$ cat config.mk
export PLATFORM = sky130hd
export DESIGN_NAME = result_bank
export DESIGN_NICKNAME = d
export VERILOG_FILES = /design/src/rtl/result_pkg.sv /design/src/rtl/result_sat.sv /design/src/rtl/result_bank.sv
export SDC_FILE = /design/constraint.sdc
export NUM_CORES = 1
export LEC_CHECK = 0
export CAP_MARGIN = 10
export CORE_ASPECT_RATIO = 1.5
export CORE_MARGIN = 4
export CORE_UTILIZATION = 58
export CTS_CLUSTER_DIAMETER = 120
export DETAILED_ROUTE_END_ITERATION = 6
export GPL_TIMING_DRIVEN = 0
export PLACE_DENSITY = 0.8
export SETUP_SLACK_MARGIN = 0.4
export SLEW_MARGIN = 20
export SYNTH_ARGS = -nofsm -noshare
export SYNTH_HDL_FRONTEND = slang
export SYNTH_SLANG_ARGS = --single-unit
$ cat constraint.sdc
create_clock -name clk -period 3.7 [get_ports clk]
set_clock_uncertainty 0.15 [all_clocks]
set_input_delay 0.74 -clock clk [delete_from_list [all_inputs] [get_ports clk]]
set_output_delay 0.74 -clock clk [all_outputs]
set_load 0.02 [all_outputs]
$ cat src/rtl/result_pkg.sv
// Shared constants and helpers for the 3x3 result bank.
// Element storage is row-major: index = N*row + col.
package result_pkg;

    localparam int N          = 3;
    localparam int LAST_IDX   = N * N - 1;
    localparam int IDX_W      = 4;

    localparam int DATA_W_DEF = 4;
    localparam int ACC_W_DEF  = 2 * DATA_W_DEF + 2;
    localparam int OUT_W_DEF  = 8;

    // Two-state controller: collect rows, then stream elements out.
    localparam logic [0:0] ST_IDLE   = 1'b0;
    localparam logic [0:0] ST_STREAM = 1'b1;

    function automatic logic [IDX_W-1:0] elem_index(input logic [1:0] row, input int col);
        return IDX_W'(N * int'(row) + col);
    endfunction

endpackage

$ cat src/rtl/result_sat.sv
// ACC_W -> OUT_W element conversion for the streamed output.
// Define RESULT_SAT_EN to clamp at 2^OUT_W-1; otherwise the value is truncated.
module result_sat
    import result_pkg::*;
#(
    parameter int ACC_W = ACC_W_DEF,
    parameter int OUT_W = OUT_W_DEF
) (
    input  logic [ACC_W-1:0] din,
    output logic [OUT_W-1:0] dout
);

    generate
        if (OUT_W >= ACC_W) begin : g_zext
            assign dout = OUT_W'(din);
        end else begin : g_narrow
`ifdef RESULT_SAT_EN
            localparam logic [ACC_W-1:0] MAX_V = {{(ACC_W - OUT_W){1'b0}}, {OUT_W{1'b1}}};
            assign dout = (din > MAX_V) ? {OUT_W{1'b1}} : din[OUT_W-1:0];
`else
            assign dout = din[OUT_W-1:0];
`endif
        end
    endgenerate

endmodule

$ cat src/rtl/result_bank.sv
// Captures the 3x3 result matrix one row per strobe, then streams the nine
// elements row-major over valid/ready. Saturating output when RESULT_SAT_EN is defined.
module result_bank
    import result_pkg::*;
#(
    parameter int DATA_W = DATA_W_DEF,
    parameter int ACC_W  = ACC_W_DEF,
    parameter int OUT_W  = OUT_W_DEF
) (
    input  logic             clk,
    input  logic             clear,
    input  logic             res_valid,
    input  logic [1:0]       res_row,
    input  logic [ACC_W-1:0] res_in1,
    input  logic [ACC_W-1:0] res_in2,
    input  logic [ACC_W-1:0] res_in3,
    input  logic             out_ready,
    output logic             out_valid,
    output logic [OUT_W-1:0] data_out,
    output logic             out_last,
    output logic             frame_done,
    output logic             busy,
    output logic             err
);

    generate
        if (ACC_W < 2 * DATA_W) begin : g_bad_acc_w
            $error("result_bank: ACC_W too narrow for DATA_W products");
        end
    endgenerate

    logic [0:0]       state_q, state_d;
    logic [2:0]       rmask_q, rmask_d;
    logic [IDX_W-1:0] idx_q, idx_d;
    logic [ACC_W-1:0] mem_q [0:LAST_IDX];
    logic [ACC_W-1:0] mem_d [0:LAST_IDX];
    logic             err_q, err_d;
    logic             frame_done_q, frame_done_d;

    logic             in_stream;
    logic             row_bad;
    logic [2:0]       rmask_new;
    logic [ACC_W-1:0] sel_elem;
    logic [OUT_W-1:0] conv_out;

    assign in_stream = (state_q == ST_STREAM);
    assign row_bad   = res_valid && (res_row == 2'd3);
    assign rmask_new = rmask_q | (3'b001 << res_row);

    // Handshake: an element transfers on a posedge where out_valid && out_ready;
    // data_out is held stable while out_valid is high and out_ready is low.
    always_comb begin
        state_d      = state_q;
        rmask_d      = rmask_q;
        idx_d        = idx_q;
        mem_d        = mem_q;
        err_d        = err_q;
        frame_done_d = 1'b0;

        case (state_q)
            ST_IDLE: begin
                if (res_valid && !row_bad) begin
                    mem_d[elem_index(res_row, 0)] = res_in1;
                    mem_d[elem_index(res_row, 1)] = res_in2;
                    mem_d[elem_index(res_row, 2)] = res_in3;
                    rmask_d = rmask_new;
                    if (rmask_new == 3'b111) begin
                        state_d = ST_STREAM;
                        idx_d   = '0;
                    end
                end
            end
            ST_STREAM: begin
                // Rows cannot be replaced while the frame is being read out.
                if (res_valid) begin
                    err_d = 1'b1;
                end
                if (out_ready) begin
                    if (idx_q == IDX_W'(LAST_IDX)) begin
                        state_d      = ST_IDLE;
                        rmask_d      = '0;
                        idx_d        = '0;
                        frame_done_d = 1'b1;
                    end else begin
                        idx_d = idx_q + IDX_W'(1);
                    end
                end
            end
            default: begin
                state_d = ST_IDLE;
                rmask_d = '0;
                idx_d   = '0;
            end
        endcase

        if (row_bad) begin
            err_d = 1'b1;
        end
    end

    always_ff @(posedge clk or posedge clear) begin
        if (clear) begin
            state_q      <= ST_IDLE;
            rmask_q      <= '0;
            idx_q        <= '0;
            err_q        <= 1'b0;
            frame_done_q <= 1'b0;
            for (int i = 0; i <= LAST_IDX; i++) begin
                mem_q[i] <= '0;
            end
        end else begin
            state_q      <= state_d;
            rmask_q      <= rmask_d;
            idx_q        <= idx_d;
            err_q        <= err_d;
            frame_done_q <= frame_done_d;
            for (int i = 0; i <= LAST_IDX; i++) begin
                mem_q[i] <= mem_d[i];
            end
        end
    end

    always_comb begin
        sel_elem = '0;
        for (int i = 0; i <= LAST_IDX; i++) begin
            if (idx_q == IDX_W'(i)) begin
                sel_elem = mem_q[i];
            end
        end
    end

    result_sat #(
        .ACC_W(ACC_W),
        .OUT_W(OUT_W)
    ) u_sat (
        .din (sel_elem),
        .dout(conv_out)
    );

    assign out_valid  = in_stream;
    assign data_out   = in_stream ? conv_out : '0;
    assign out_last   = in_stream && (idx_q == IDX_W'(LAST_IDX));
    assign busy       = in_stream;
    assign err        = err_q;
    assign frame_done = frame_done_q;

endmodule
---- Yosys cells after proc, flatten, opt, wreduce, memory -nomap -nowiden ----
Index checks and enable logic that the tools add are counted.
operators by class
  multipliers ............................. 1
  equal/unequal tests ..................... 14
  shift operators ......................... 1
  bitwise logic cells ..................... 5
  $add $sub $neg .......................... 3
  reduce and logical (&&, ||, !) cells .... 14
  multiplexer cells ....................... 39
  magnitude comparators ................... 6
operators by type and width
  kind                                                        count
  bitwise mux 90 bit                                          3
  demux 10 bit (select 4 bit)                                 3
  2-to-1 mux 8 bit                                            10
  2-to-1 mux 10 bit                                           3
  equality test 4 x 3 -> 1 bit, second input constant         4
  2-to-1 mux 4 bit                                            4
  greater-or-equal comparator 5 bit, second input constant    3
  less-than comparator 5 x 1 -> 1 bit, second input constant  3
  inverter 4 -> 5 bit                                         3
  2-to-1 mux 1 bit                                            10
  2-to-1 mux 3 bit                                            3
  adder 4 x 2 -> 4 bit, second input constant                 2
  equality test 4 x 2 -> 1 bit, second input constant         2
  one-hot mux 4 bit (2 select lines)                          1
  logical AND 1 bit                                           6
  != test 2 bit, second input constant                        3
  one-hot mux 3 bit (2 select lines)                          1
  AND reduction 3 bit                                         2
  adder 4 x 1 -> 4 bit, second input constant                 1
  equality test 4 x 1 -> 1 bit, second input constant         1
  equality test 4 bit, second input constant                  1
  logical NOT 4 bit                                           1
  multiplier 2 x 2 -> 4 bit, first input constant             1
  AND reduction 2 bit                                         2
  other kinds (9)                                             10
storage, ports and cells
  bits of input ports ..................... 36
  logic and storage cells ................. 97
  output and inout bits ................... 13
  flip-flop bits (word level) ............. 100

---- Depth between registers and ports, before layout ----
  depth after elaboration ................. 11
  gate-level depth with buffers ........... 8
  mapped depth without buffers ............ 6

---- Hierarchy ----
Synthesis repeated with hierarchy kept, for this count alone.
unflattened totals
  cell total of the unflattened synthesis .. 756
  area total of the unflattened synthesis .. 6,388.6 µm²
modules (own cells, without submodules)
  module       seq. area each (µm²)  area an instance (µm²)  cells each  times used
  result_bank  2,502.4               6,328.6                 748         1
  result_sat   0.0                   60.1                    8           1

---- Worst setup path after synthesis ----
Ideal clock, no wire load.
  path kind ............................... reg-to-output
  from .................................... register idx_q[0]
  to ...................................... output port data_out[4]
  cell stages (with the launch flop) ...... 8
  path slack .............................. 1.026 ns
  required time ........................... 2.810 ns
  path buffers ............................ 2
  arrival ................................. 1.784 ns
  cell sequence ........................... dfrtp_1 inv_1 ha_1 buf_2 clkbuf_1 a211oi_1 a21oi_1 o21ai_0
on the way
  word-level cells in the longest chain between the ends .. 11
  elaborated cells on any way between the ends .. 19
  classes of those cells .................. eq/ne (8); mux (10); reduce/logical (1)
ends and longest elaborated chain
  item                            RTL line            RTL
  start, declared                 result_bank.sv:34   logic [IDX_W-1:0] idx_q, idx_d;
  start signal, assigned          result_bank.sv:114  idx_q <= idx_d;
  logical NOT 4 bit               result_bank.sv:126  if (idx_q == IDX_W'(i)) begin
  2-to-1 mux 8 bit (8 in series)  result_bank.sv:126
  2-to-1 mux 8 bit *              result_bank.sv:126
  2-to-1 mux 8 bit *              result_bank.sv:141  assign data_out = in_stream ? conv_out : '0;
  end, declared                   result_bank.sv:19   output logic [OUT_W-1:0] data_out,
Mark *: on every way between the ends. The rest lies on a longest branch, timed or not.

---- Final worst setup path ----
  from .................................... register idx_q[0]
  to ...................................... output port data_out[2]
The elaborated chain is that of the path after synthesis.

==> results.json <==
{
  "yosysTopAreaCell": "dfrtp_1",
  "max_stage_delay_ns": 0.45,
  "place_congestion": 0.982,
  "yosys.area_share.simple": 0.183,
  "routedWlPerCell_um": 24.4,
  "clock-sinks": 82,
  "synth-async-reset-ratio": 1.00,
  "maxCapViolations": 0,
  "drt_pass1_iterations": 5,
  "synth_compound_area_frac": 0.301,
  "cts-root-buf": "clkbuf_16",
  "clock_path_buffers": 2,
  "status": "complete, no violations",
  "worstHoldStart": "err",
  "drive_gt1_frac": 0.168,
  "relSlewSlack": 0.600,
  "cts.hold.buffers_added": 0,
  "grt_pass1_vias": 5210,
  "start_util": 0.599,
  "n_fill_cell": 760,
  "r2r_setup_slack_ns": 1.85,
  "fin_crit_sh": 0.889,
  "synthesis.instances": 636,
  "die_area_um2": 10900,
  "synth_top_family_by_area": "compound AO/OA/AOI/OAI gates",
  "netlist_top_cells_area": "dfrtp_1, o21ai_0, nand2_1",
  "synthMuxAreaShare": 0.0147,
  "power.leakage_nw": 2.66,
  "path_common_cell": "buf_6",
  "drtIter0Drc": 810,
  "cts_tree": "done",
  "ys_types": 49,
  "synth.cell_area_um2": 5350,
  "worstReg2RegEnd": "idx_q[2]",
  "worstPathArrival_ns": 2.40,
  "cts_buffers": 9,
  "num_rows": 42,
  "worstSetupStartpointType": "register",
  "synth-edff-count": 0,
  "post-route-min-period_ns": 3.29,
  "hpwl_um": 14100,
  "path_cells": "ha_1 > buf_6 > or2_1 > buf_6 > a221oi_2 > o32a_1 > o21ai_1 > buf_4",
  "grt_max_degree": 43,
  "synthFlopType": "dfrtp_1",
  "clk_latency_ns": 0.34,
  "dr_total_vias": 5544,
  "die_x_um": 86.4,
  "clkTransAtPathRegs_ns": 0.07,
  "syn-num-nets": 684,
  "holdPathStages": 1,
  "yosys.area_share.adder": 0.0281,
  "drcViolationCount": 0,
  "cp-end-kind": "output port",
  "pre_cts_ws_ns": 0.249,
  "final_cells": 799,
  "final_util": 0.704,
  "grt-ovfl-total": 0,
  "fin_ws_ns": 0.411,
  "ant_nets": 0,
  "grt_pass1_wl_um": 29300,
  "reg2reg_depth": 6,
  "ys_seq_elements": 82,
  "nets": 732,
  "grtUsageTotal": 0.354,
  "rsz0062_at_grt": "true",
  "crit_type": "register to output port",
  "die_height_um": 126,
  "hp-class": "register to register",
  "io_buffers": 28,
  "ys_warn_count": 0,
  "io-pin-count": 49,
  "holdPathEnd": "err",
  "drv_slew": 0,
  "fmax_mhz": 304,
  "yosysTopAreaCellShare": 0.383,
  "cp_max_fo": 8,
  "cellPowerDensity_nw_per_um2": 759,
  "worstMarginPinSlew_ns": 0.600,
  "syn_area_per_cell_um2": 8.41,
  "place_inst": 775,
  "synth_xor_area_frac": 0,
  "vias_per_cell": 6.94,
  "antenna_cells": 0,
  "antenna_found_initial": 0,
  "timing.critical_path.slowest_stage_cell": "dfrtp_2",
  "coreArea_um2": 8930,
  "critPathRequiredTime_ns": 2.81,
  "synthToLayoutAreaGrowth_pct": 17.5,
  "yosysSeqAreaShare": 0.383,
  "htree_levels": 3,
  "routed_wirelength_um": 19500,
  "worstReg2RegStart": "idx_q[1]",
  "hold_viol": 0,
  "ir_drop_uv": 574,
  "setup_viol": 0
}
[synthesized netlist by cell type (2+ instances only)]
master	n
nand3_1	19
a221oi_1	29
nand2_1	81
o32a_1	7
dfrtp_1	82
o22ai_1	7
o21ai_0	62
nor2b_1	12
a22o_1	6
o31ai_1	9
and2_1	5
buf_4	7
and3_1	26
buf_2	33
clkbuf_2	2
a22oi_1	15
a31oi_1	18
o22a_1	8
or2_0	2
nor2_1	37
clkbuf_1	24
mux2_2	7
nand2b_1	5
a32oi_1	16
o21ai_1	12
ha_1	12
and2b_1	2
a21oi_1	44
buf_6	8
inv_1	20
[critical path, delay by kind of cell (launching register included)]
family	cells	cell delay, ns
DFF	1	0.45
adders and majority gates	1	0.22
AOI/OAI and AO/OA	3	0.65
buffers and inverters	3	0.48
and+or+nand+nor	1	0.27
[layout by cell type, fill, tap and decap left out, drive strengths merged, types with 13 or more instances in the layout]
master and n:
a22oi 15, and3 26, nand2 81, a21oi 44
inv 23, clkdlybuf4s50 19, nor2b 13, a221oi 29
clkbuf 37, o21ai 74, nand3 19, a31oi 18
dfrtp 82, nor2 39, a32oi 16, buf 63
[layer usage]
layer  wire [um]  vias up  track usage
met5           0        -            0
met4        1490        0        0.233
li1            -     2414            -
met2        9200      405        0.553
met3        1800       94       0.0477
met1        7000     2631        0.451
[logic make-up after synthesis]
group,after synthesis
AOI/OAI and AO/OA,243
buffers and inverters,94
muxes,7
adders and majority gates,12
and+or+nand+nor,198
DFF,82
[state kept, by name, indices dropped and copies added (netlist names)]
signal      flops
busy            1
frame_done      1
mem_q          72
idx_q           4
rmask_q         3
err             1
[what timing repair did]
item	4_1_cts	5_1_grt
gates resized for setup	29	41
setup buffers	7	1
endpoints found under the setup margin	8	9
pin swaps	5	11
[stage by stage]
step                TNS [ns]  area [um^2]  power (W)  hold WS [ns]
floorplan                  0         5350    0.00274         0.297
global placement      -35.48         5770    0.00346         0.302
detailed placement         0         5790    0.00353         0.319
CTS                        0         6170    0.00446         0.335
global route               0         6290    0.00498         0.347
finish                     0         6290    0.00477         0.329
[power breakdown]
part           internal [W]  switching, W
logic               0.00100       0.00135
clock network      0.000467      0.000400
registers           0.00125      0.000309
total               0.00272       0.00206
[worst max-delay path by stage]
stage / start / endpoint / cells past startpoint
6_report: idx_q[0] / data_out[2] / 8
2_1_floorplan: clear / busy / 1
3_3_place_gp: clear / mem_q[2] / 2
4_1_cts: idx_q[0] / data_out[2] / 8
5_1_grt: idx_q[1] / data_out[3] / 10
3_5_place_dp: idx_q[0] / data_out[5] / 8
[final cells by class]
cell class	instances	area (um^2)	area share
clock buffers	9	225	0.0358
flip-flops and latches	82	2050	0.327
well taps	110	138	0.0219
repair buffers	37	342	0.0543
clock inverters	7	61.3	0.00975
multi-input cells	460	2960	0.471
plain buffers	74	430	0.0684
inverters	20	77.6	0.0123
Note: power is estimated with default switching activity, not from simulation.
